**config.mk**
```make
export PLATFORM = sky130hd
export DESIGN_NAME = tagged_fifo_demux
export DESIGN_NICKNAME = d
export VERILOG_FILES = /design/src/rtl/tagged_fifo_pkg.sv /design/src/rtl/arst_circular_fifo.sv /design/src/rtl/tagged_fifo_demux.sv
export SDC_FILE = /design/constraint.sdc
export NUM_CORES = 1
export LEC_CHECK = 0
export CORE_UTILIZATION = 50
export CTS_CLUSTER_SIZE = 25
export DETAILED_ROUTE_END_ITERATION = 7
export MAX_ROUTING_LAYER = met4
export PLACE_DENSITY = 0.7
export SLEW_MARGIN = 10
export SYNTH_ARGS = -nofsm -noshare
export SYNTH_HDL_FRONTEND = slang
export SYNTH_HIERARCHICAL = 1
export SYNTH_SLANG_ARGS = --single-unit
```
**constraint.sdc**
```tcl
create_clock -name clk -period 3 [get_ports clk]
set_clock_uncertainty 0.05 [all_clocks]
set_input_delay 0.6 -clock clk [delete_from_list [all_inputs] [get_ports clk]]
set_output_delay 0.6 -clock clk [all_outputs]
set_load 0.01 [all_outputs]
```
**src/rtl/tagged_fifo_pkg.sv**
```systemverilog
// ----------------------------------------------------------------------------
// tagged_fifo_pkg: width helpers and slice indexing for the tagged FIFO demux.
// Rev 1.0
// ----------------------------------------------------------------------------
`default_nettype none

package tagged_fifo_pkg;

  function automatic int tag_width(input int num_fifos);
    return (num_fifos > 1) ? $clog2(num_fifos) : 1;
  endfunction

  function automatic int cnt_width(input int depth);
    return $clog2(depth + 1);
  endfunction

  // Index bits plus one wrap bit, so full and empty are distinguishable.
  function automatic int ptr_width(input int depth);
    return $clog2(depth) + 1;
  endfunction

  function automatic int slice_lsb(input int idx, input int width);
    return idx * width;
  endfunction

endpackage

`default_nettype wire

```
**src/rtl/arst_circular_fifo.sv**
```systemverilog
// ----------------------------------------------------------------------------
// arst_circular_fifo: show-ahead circular FIFO with wrap-bit pointers.
// Rev 1.0
// ----------------------------------------------------------------------------
`default_nettype none

module arst_circular_fifo
  import tagged_fifo_pkg::*;
#(
  parameter int WIDTH    = 8,
  parameter int DEPTH    = 4,
  parameter int CNTWIDTH = cnt_width(DEPTH)
) (
  input  logic                clk,
  input  logic                rst_n,
  input  logic                push,
  input  logic                pop,
  input  logic [WIDTH-1:0]    data_in,
  output logic                full,
  output logic                empty,
  output logic [CNTWIDTH-1:0] count,
  output logic [WIDTH-1:0]    data_out
);

  localparam int PTRWIDTH = ptr_width(DEPTH);
  localparam int IDXWIDTH = PTRWIDTH - 1;

  logic [PTRWIDTH-1:0] wr_ptr_q, wr_ptr_d;
  logic [PTRWIDTH-1:0] rd_ptr_q, rd_ptr_d;
  logic [PTRWIDTH-1:0] occupancy;
  logic [WIDTH-1:0]    mem_q [DEPTH];
  logic                push_en;
  logic                pop_en;

  assign empty     = (wr_ptr_q == rd_ptr_q);
  assign full      = (wr_ptr_q[IDXWIDTH-1:0] == rd_ptr_q[IDXWIDTH-1:0]) &&
                     (wr_ptr_q[PTRWIDTH-1] != rd_ptr_q[PTRWIDTH-1]);
  assign occupancy = wr_ptr_q - rd_ptr_q;
  assign count     = CNTWIDTH'(occupancy);

  // Both qualifiers look only at registered state: no same-cycle bypass.
  assign push_en = push & ~full;
  assign pop_en  = pop & ~empty;

  assign wr_ptr_d = push_en ? wr_ptr_q + 1'b1 : wr_ptr_q;
  assign rd_ptr_d = pop_en  ? rd_ptr_q + 1'b1 : rd_ptr_q;

  assign data_out = empty ? '0 : mem_q[rd_ptr_q[IDXWIDTH-1:0]];

  always_ff @(posedge clk or negedge rst_n) begin
    if (!rst_n) begin
      wr_ptr_q <= '0;
      rd_ptr_q <= '0;
    end else begin
      wr_ptr_q <= wr_ptr_d;
      rd_ptr_q <= rd_ptr_d;
    end
  end

  always_ff @(posedge clk) begin
    if (push_en) begin
      mem_q[wr_ptr_q[IDXWIDTH-1:0]] <= data_in;
    end
  end

endmodule

`default_nettype wire

```
**src/rtl/tagged_fifo_demux.sv**
```systemverilog
// ----------------------------------------------------------------------------
// tagged_fifo_demux: steers a tagged input stream into per-destination FIFOs.
// Rev 1.0
// ----------------------------------------------------------------------------
`default_nettype none

module tagged_fifo_demux
  import tagged_fifo_pkg::*;
#(
  parameter int NUM_FIFOS = 4,
  parameter int WIDTH     = 8,
  parameter int DEPTH     = 4,
  parameter int TAGWIDTH  = tag_width(NUM_FIFOS),
  parameter int CNTWIDTH  = cnt_width(DEPTH)
) (
  input  logic                          clk,
  input  logic                          rst_n,
  input  logic                          in_vld,
  input  logic [TAGWIDTH-1:0]           in_tag,
  input  logic [WIDTH-1:0]              in_data,
  output logic                          in_rdy,
  input  logic [NUM_FIFOS-1:0]          pop,
  output logic [NUM_FIFOS*WIDTH-1:0]    flat_data_out,
  output logic [NUM_FIFOS-1:0]          empty,
  output logic [NUM_FIFOS-1:0]          full,
  output logic [NUM_FIFOS*CNTWIDTH-1:0] count,
  output logic                          tag_err
);

  localparam logic [TAGWIDTH:0] NUM_TAGS = (TAGWIDTH + 1)'(NUM_FIFOS);

  logic                 tag_valid;
  logic                 sel_full;
  logic                 accept;
  logic [NUM_FIFOS-1:0] tag_hit;
  logic [NUM_FIFOS-1:0] push_vec;
  logic                 tag_err_q, tag_err_d;

  assign tag_valid = ({1'b0, in_tag} < NUM_TAGS);

  always_comb begin
    tag_hit  = '0;
    sel_full = 1'b0;
    for (int i = 0; i < NUM_FIFOS; i++) begin
      if (in_tag == TAGWIDTH'(i)) begin
        tag_hit[i] = 1'b1;
        sel_full   = full[i];
      end
    end
  end

  // Out-of-range tags are always accepted so a bad producer cannot stall the path.
  assign in_rdy    = ~tag_valid | ~sel_full;
  assign accept    = in_vld & in_rdy;
  assign push_vec  = tag_hit & {NUM_FIFOS{accept}};
  assign tag_err_d = tag_err_q | (accept & ~tag_valid);
  assign tag_err   = tag_err_q;

  always_ff @(posedge clk or negedge rst_n) begin
    if (!rst_n) begin
      tag_err_q <= 1'b0;
    end else begin
      tag_err_q <= tag_err_d;
    end
  end

  for (genvar i = 0; i < NUM_FIFOS; i++) begin : g_fifo
    arst_circular_fifo #(
      .WIDTH    (WIDTH),
      .DEPTH    (DEPTH),
      .CNTWIDTH (CNTWIDTH)
    ) u_fifo (
      .clk      (clk),
      .rst_n    (rst_n),
      .push     (push_vec[i]),
      .pop      (pop[i]),
      .data_in  (in_data),
      .full     (full[i]),
      .empty    (empty[i]),
      .count    (count[slice_lsb(i, CNTWIDTH) +: CNTWIDTH]),
      .data_out (flat_data_out[slice_lsb(i, WIDTH) +: WIDTH])
    );
  end

`ifdef FORMAL
  for (genvar i = 0; i < NUM_FIFOS; i++) begin : g_formal
    a_count_bound: assert property (@(posedge clk) disable iff (!rst_n)
      count[slice_lsb(i, CNTWIDTH) +: CNTWIDTH] <= CNTWIDTH'(DEPTH));
    a_full_empty: assert property (@(posedge clk) disable iff (!rst_n)
      !(full[i] && empty[i]));
    a_others_stable: assert property (@(posedge clk) disable iff (!rst_n)
      (accept && !tag_hit[i] && !pop[i]) |=>
        ($stable(count[slice_lsb(i, CNTWIDTH) +: CNTWIDTH]) &&
         $stable(flat_data_out[slice_lsb(i, WIDTH) +: WIDTH])));
  end
`endif

endmodule

`default_nettype wire
```
# Word level (Yosys, flattened, before mapping)
# Memories as Yosys holds them, arrays and structs flattened.
# Cells that the tools add are included.
# Widths: inputs -> output; s select.
# classes
addsub	12
n_eq_ne	15
mux	20
bitwise_logic	19
n_reduce_logical	5
# op_table
operator	count
$mux 8	4
$add 3x1->3 const B	8
$mux 1	16
$eq 3x3->1	4
$sub 3x3->3	4
$and 1x1->1	9
$not 1->1	9
$eq 2x2->1	4
$and 4x4->4	1
$eq 2x2->1 const B	2
$logic_and 1x1->1	4
$ne 1x1->1	4
$eq 2x1->1 const B	1
$logic_not 2->1	1
# word_totals
regBits	24
ramBits	128
out_inout_bits	54
wordCells	83
n_memories	4
# mem_list
name	depth	word_bits	read_ports	rd_clocked_by_memory_dff	wr	line_no	rtl
g_fifo[0].u_fifo.mem_q	4	8	1	0	1	arst_circular_fifo.sv:31	logic [WIDTH-1:0] mem_q [DEPTH];
g_fifo[1].u_fifo.mem_q	4	8	1	0	1	arst_circular_fifo.sv:31	
g_fifo[2].u_fifo.mem_q	4	8	1	0	1	arst_circular_fifo.sv:31	
g_fifo[3].u_fifo.mem_q	4	8	1	0	1	arst_circular_fifo.sv:31	

# Logic depth before layout (Yosys ltp)
# logic_depth
depth_word	12
ltp_mapped	9
mapped_depth_nobuf	8

# By module
# The synthesis kept the hierarchy.
# modules_own_cells
mod	n_inst	cells_each	area_per_inst_um2	seq_area_each_um2
arst_circular_fifo	4	94	1662.8	1111.1
tagged_fifo_demux	1	9	75.1	0.0

# Worst setup path after synthesis
# Ideal clock, no wire load.
# synth_timing
path_kind	reg-to-reg
start	register g_fifo[0].u_fifo.rd_ptr_q[1]
end	memory g_fifo[0].u_fifo.mem_q[1][0], enable pin
arrival_time_ps	2249
path_slack_ps	369
path_stages_with_launch	8
n_path_buf	1
path_cell_list	dfrtp_1 clkbuf_1 inv_1 ha_1 nand3_1 inv_1 nor4b_1 and3_1
# synth_via
elab_chain_cells	12
# synth_rtl
element	line_no	rtl
from (decl)	arst_circular_fifo.sv:29	logic [PTRWIDTH-1:0] rd_ptr_q, rd_ptr_d;
from (signal assigned)	arst_circular_fifo.sv:56	rd_ptr_q <= rd_ptr_d;
$eq 2x2->1	arst_circular_fifo.sv:36	assign full = (wr_ptr_q[IDXWIDTH-1:0] == rd_ptr_q[IDXWIDTH-1:0]) &&
$logic_and 1x1->1	arst_circular_fifo.sv:36	
via full[0]	tagged_fifo_demux.sv:25	output logic [NUM_FIFOS-1:0] full,
$mux 1 (4 in series)	tagged_fifo_demux.sv:45	if (in_tag == TAGWIDTH'(i)) begin
$not 1->1	tagged_fifo_demux.sv:53	assign in_rdy = ~tag_valid | ~sel_full;
$and 1x1->1	tagged_fifo_demux.sv:54	assign accept = in_vld & in_rdy;
$and 4x4->4	tagged_fifo_demux.sv:55	assign push_vec = tag_hit & {NUM_FIFOS{accept}};
via push_vec[0]	tagged_fifo_demux.sv:36	logic [NUM_FIFOS-1:0] push_vec;
$and 1x1->1	arst_circular_fifo.sv:42	assign push_en = push & ~full;
$mux 1	arst_circular_fifo.sv:61	if (push_en) begin
$mux 1 (not written as such)	arst_circular_fifo.sv:62	mem_q[wr_ptr_q[IDXWIDTH-1:0]] <= data_in;
to (decl)	arst_circular_fifo.sv:31	
# The timed path passes the listed nets, and every way through them passes these cells.

# Final worst setup path
# layout_timing
start	register g_fifo[3].u_fifo.rd_ptr_q[0]
end	output flat_data_out[30]
# layout_via
elab_chain_cells	2
# layout_rtl
element	line_no	rtl
from (decl)	arst_circular_fifo.sv:29	
from (signal assigned)	arst_circular_fifo.sv:56	
$mem_v2 4x8 / $eq 3x3->1 (equally long branches)	--	
$mux 8 *	arst_circular_fifo.sv:48	assign data_out = empty ? '0 : mem_q[rd_ptr_q[IDXWIDTH-1:0]];
to (decl)	tagged_fifo_demux.sv:23	output logic [NUM_FIFOS*WIDTH-1:0] flat_data_out,
# Every way passes the cells marked *; elsewhere a longest branch is shown, timed or not.

==> results.json <==
{
  "synth.distinct_cells": 27,
  "clk_transition_reported_paths_ps": 60,
  "launching_element_type_of_the_critical_path": "flip-flop",
  "dieArea_mm2": 0.0139,
  "initial_core_util_pct": 51.0,
  "grt_first_pass_wirelength_um": 20400,
  "finalWorstPathRequiredPeriod_ps": 2910,
  "postCtsHoldBufs": 0,
  "finalNonFillerCells": 682,
  "final-setup-viol-count": 0,
  "numCtsBuffers": 17,
  "gp_routability_congestion": 0.814,
  "final_area_mm2": 0.00847,
  "cpPeakStageDelay_ps": 540,
  "max-vdd-ir-drop_uv": 879,
  "cp.arrival_ps": 2260,
  "clock-sinks": 152,
  "reg2reg_depth": 8,
  "tightestPinTransition_ps": 686,
  "dpl_cell_area_mm2": 0.00777,
  "report.final.hold_viol_count": 0,
  "coreArea_mm2": 0.0132,
  "grt_antenna_before_repair": 0,
  "chipWidth_um": 118,
  "syn-cell-area_mm2": 0.00673,
  "number_of_global_route_vias_before_repair": 3779,
  "residual_drc": 0,
  "synthCells": 385,
  "tritoncts": "done",
  "detailedRoute.firstPassIterationCount": 4,
  "synth.ff_latch_count": 152,
  "clock-root-buffer": "sky130_fd_sc_hd__clkbuf_16",
  "detail_route.wl_per_cell_um": 18.9,
  "via_count": 3621,
  "outcome": "completed",
  "nets": 542,
  "die_y_um": 118,
  "endpoint_of_the_worst_slack_reg_to_reg_timing_path": "g_fifo[3].u_fifo/mem_q[0][3]",
  "postRouteAntennaNets": 0,
  "place.detailed.hpwl_um": 8490,
  "timing.critical_path.cells": "buf_4, mux4_2, and2b_1, clkdlybuf4s50_1",
  "drt-vias-per-instance": 5.31,
  "antenna_cells_inserted": 0,
  "final_min_period_over_clock_period_pct": 96.9,
  "dp_cells": 644,
  "flow.area_growth_from_synthesis_pct": 26.0,
  "critPathMaxFanout": 10,
  "layout.cells.most_common": "sky130_fd_sc_hd__edfxtp_1",
  "synth.yosys.warnings": 6,
  "clk-insertion-delay-late_ps": 420,
  "crit_path_top_delay_cell": "sky130_fd_sc_hd__mux4_2",
  "timing.final.max_slew_violations": 0,
  "power.leakage_nw": 3.23,
  "power_density_mw_per_mm2": 1150,
  "floorplan.io_pins": 71,
  "seq_total_area_yosys_pct": 66.1,
  "maximum_number_of_pins_on_one_net_before_global_route_repair": 25,
  "groute.usage.overall_pct": 20.7,
  "cts_buffer_depth": 2,
  "totalWireLength_um": 12900,
  "timing.critical_path.required_ps": 2350,
  "rsz0062_at_grt": "false",
  "core_rows": 42,
  "timing.reg2reg.setup_slack_ps": 610,
  "first_iter_violations": 288,
  "critPathKind": "flip-flop to output pin",
  "synthesis.nets": 434,
  "fmax_ghz": 0.344,
  "htree_levels": 4,
  "timing.critical_path.to_type": "output pin",
  "totalNegativeSetupSlack_ps": 0,
  "leading_cell_types_in_the_layout_fill_and_taps_excluded": "sky130_fd_sc_hd__edfxtp_1, sky130_fd_sc_hd__clkdlybuf4s50_1, sky130_fd_sc_hd__mux4_2, sky130_fd_sc_hd__buf_4, sky130_fd_sc_hd__ha_1",
  "rr_startpoint": "g_fifo[3].u_fifo/wr_ptr_q[0]",
  "timing.max_cap.violations": 0,
  "post_route_cells_drive_above_1_share_pct": 23.3,
  "post_synth.cell_area_avg_um2": 17.5,
  "port_buffers": 69,
  "worstHoldPathType": "primary input to async pin",
  "grt_overflow_total": 0,
  "timing.max_slew.rel_slack_pct": 54.1
}
## metrics by stage
stage	power [mW]	worst slack, ps	hold WS (ps)	utilization [%]
final	9.73	94.2	507	64.2
after global routing	10.3	12.9	527	64.2
after global placement	7.47	50.5	468	58.9
after floorplan	5.35	369	254	-
after detailed placement	7.54	60.1	480	58.9
after CTS	9.77	0.570	509	63.8
## worst max path at each step
stage | from | endpoint | slack (ps) | depth (start not counted)
CTS | g_fifo[1].u_fifo/wr_ptr_q[1] | flat_data_out[10] | 0.6 | 6
detailed placement | in_tag[0] | in_rdy | 60 | 4
floorplan | g_fifo[0].u_fifo/rd_ptr_q[1] | g_fifo[0].u_fifo/mem_q[1][0] | 370 | 7
finish | g_fifo[3].u_fifo/rd_ptr_q[0] | flat_data_out[30] | 90 | 4
global route | g_fifo[0].u_fifo/wr_ptr_q[0] | flat_data_out[6] | 10 | 7
global placement | in_tag[0] | in_rdy | 50 | 4
## worst max-delay path: cells and delay by family (launching register included)
kind / cells / cell delay (ps)
flip-flops: 1 / 390
multiplexers: 1 / 540
AND/OR/NAND/NOR: 1 / 180
buffers and inverters: 2 / 730
## cell type report
class                           instances  area [um2]
Clock buffer                           22         444
Clock inverter                         10         128
Fill cell                             935        4720
Inverter                               25        93.8
Multi-Input combinational cell        199        2220
Sequential cell                       152        4440
Tap cell                              176         220
Timing Repair Buffer                   98         926
## cell usage after synthesis
cell	n	area share, %
sky130_fd_sc_hd__o21ai_2	8	1.0
sky130_fd_sc_hd__buf_4	1	0.11
sky130_fd_sc_hd__and3_1	16	1.5
sky130_fd_sc_hd__nor2b_1	12	1.1
sky130_fd_sc_hd__edfxtp_1	128	57
sky130_fd_sc_hd__mux2_4	4	0.89
sky130_fd_sc_hd__nor4b_1	1	0.13
sky130_fd_sc_hd__xor2_1	4	0.52
sky130_fd_sc_hd__mux2_2	4	0.67
sky130_fd_sc_hd__inv_1	25	1.4
sky130_fd_sc_hd__a221o_2	4	0.67
sky130_fd_sc_hd__buf_2	4	0.30
sky130_fd_sc_hd__nand2_1	13	0.73
sky130_fd_sc_hd__nand3_1	4	0.30
sky130_fd_sc_hd__ha_1	28	5.2
sky130_fd_sc_hd__nor2_1	8	0.45
sky130_fd_sc_hd__and2b_1	20	2.2
sky130_fd_sc_hd__nor3_1	5	0.37
sky130_fd_sc_hd__and4bb_2	1	0.19
sky130_fd_sc_hd__xnor2_1	16	2.1
sky130_fd_sc_hd__conb_1	1	0.056
sky130_fd_sc_hd__mux4_2	33	11
sky130_fd_sc_hd__fa_1	4	1.2
sky130_fd_sc_hd__nor3b_1	9	1.0
sky130_fd_sc_hd__a211o_1	4	0.52
sky130_fd_sc_hd__dfrtp_1	24	8.9
sky130_fd_sc_hd__clkbuf_1	4	0.22
## repair_timing
item,in CTS,in global routing
gates resized for setup,7,12
setup buffers,6,0
setup endpoints to repair,10,13
endpoints found under the hold margin,0,0
gates cloned,0,0
## state kept, by name, summed over array words and instances (netlist names)
register and cells:
g_fifo.u_fifo/wr_ptr_q 12, g_fifo.u_fifo/mem_q 128, g_fifo.u_fifo/rd_ptr_q 12
## metal layers
| metal | part of all wire [%] | track usage, % | routed length [um] |
|---|---|---|---|
| met5 | 0 | - | 0 |
| met4 | 1.6 | 6.81 | 201 |
| met3 | 5.7 | 5.38 | 736 |
| met2 | 50 | 32.7 | 6410 |
| met1 | 43 | 26.2 | 5570 |
## logic make-up after synthesis
logic type	synth area share, %
flops	66.1
simple gates	8.00
mux	12.6
buf+inv	2.03
fa+ha+maj	6.40
xor+xnor	2.60
compound gates	2.23
other cells	0.0558
## where the power goes
part	switching, mW	total, mW	internal (mW)
Combinational	2.18	4.88	2.69
Clock	0.767	2.06	1.30
Sequential	0.195	2.79	2.59
Power figures use the tool's default switching activity.
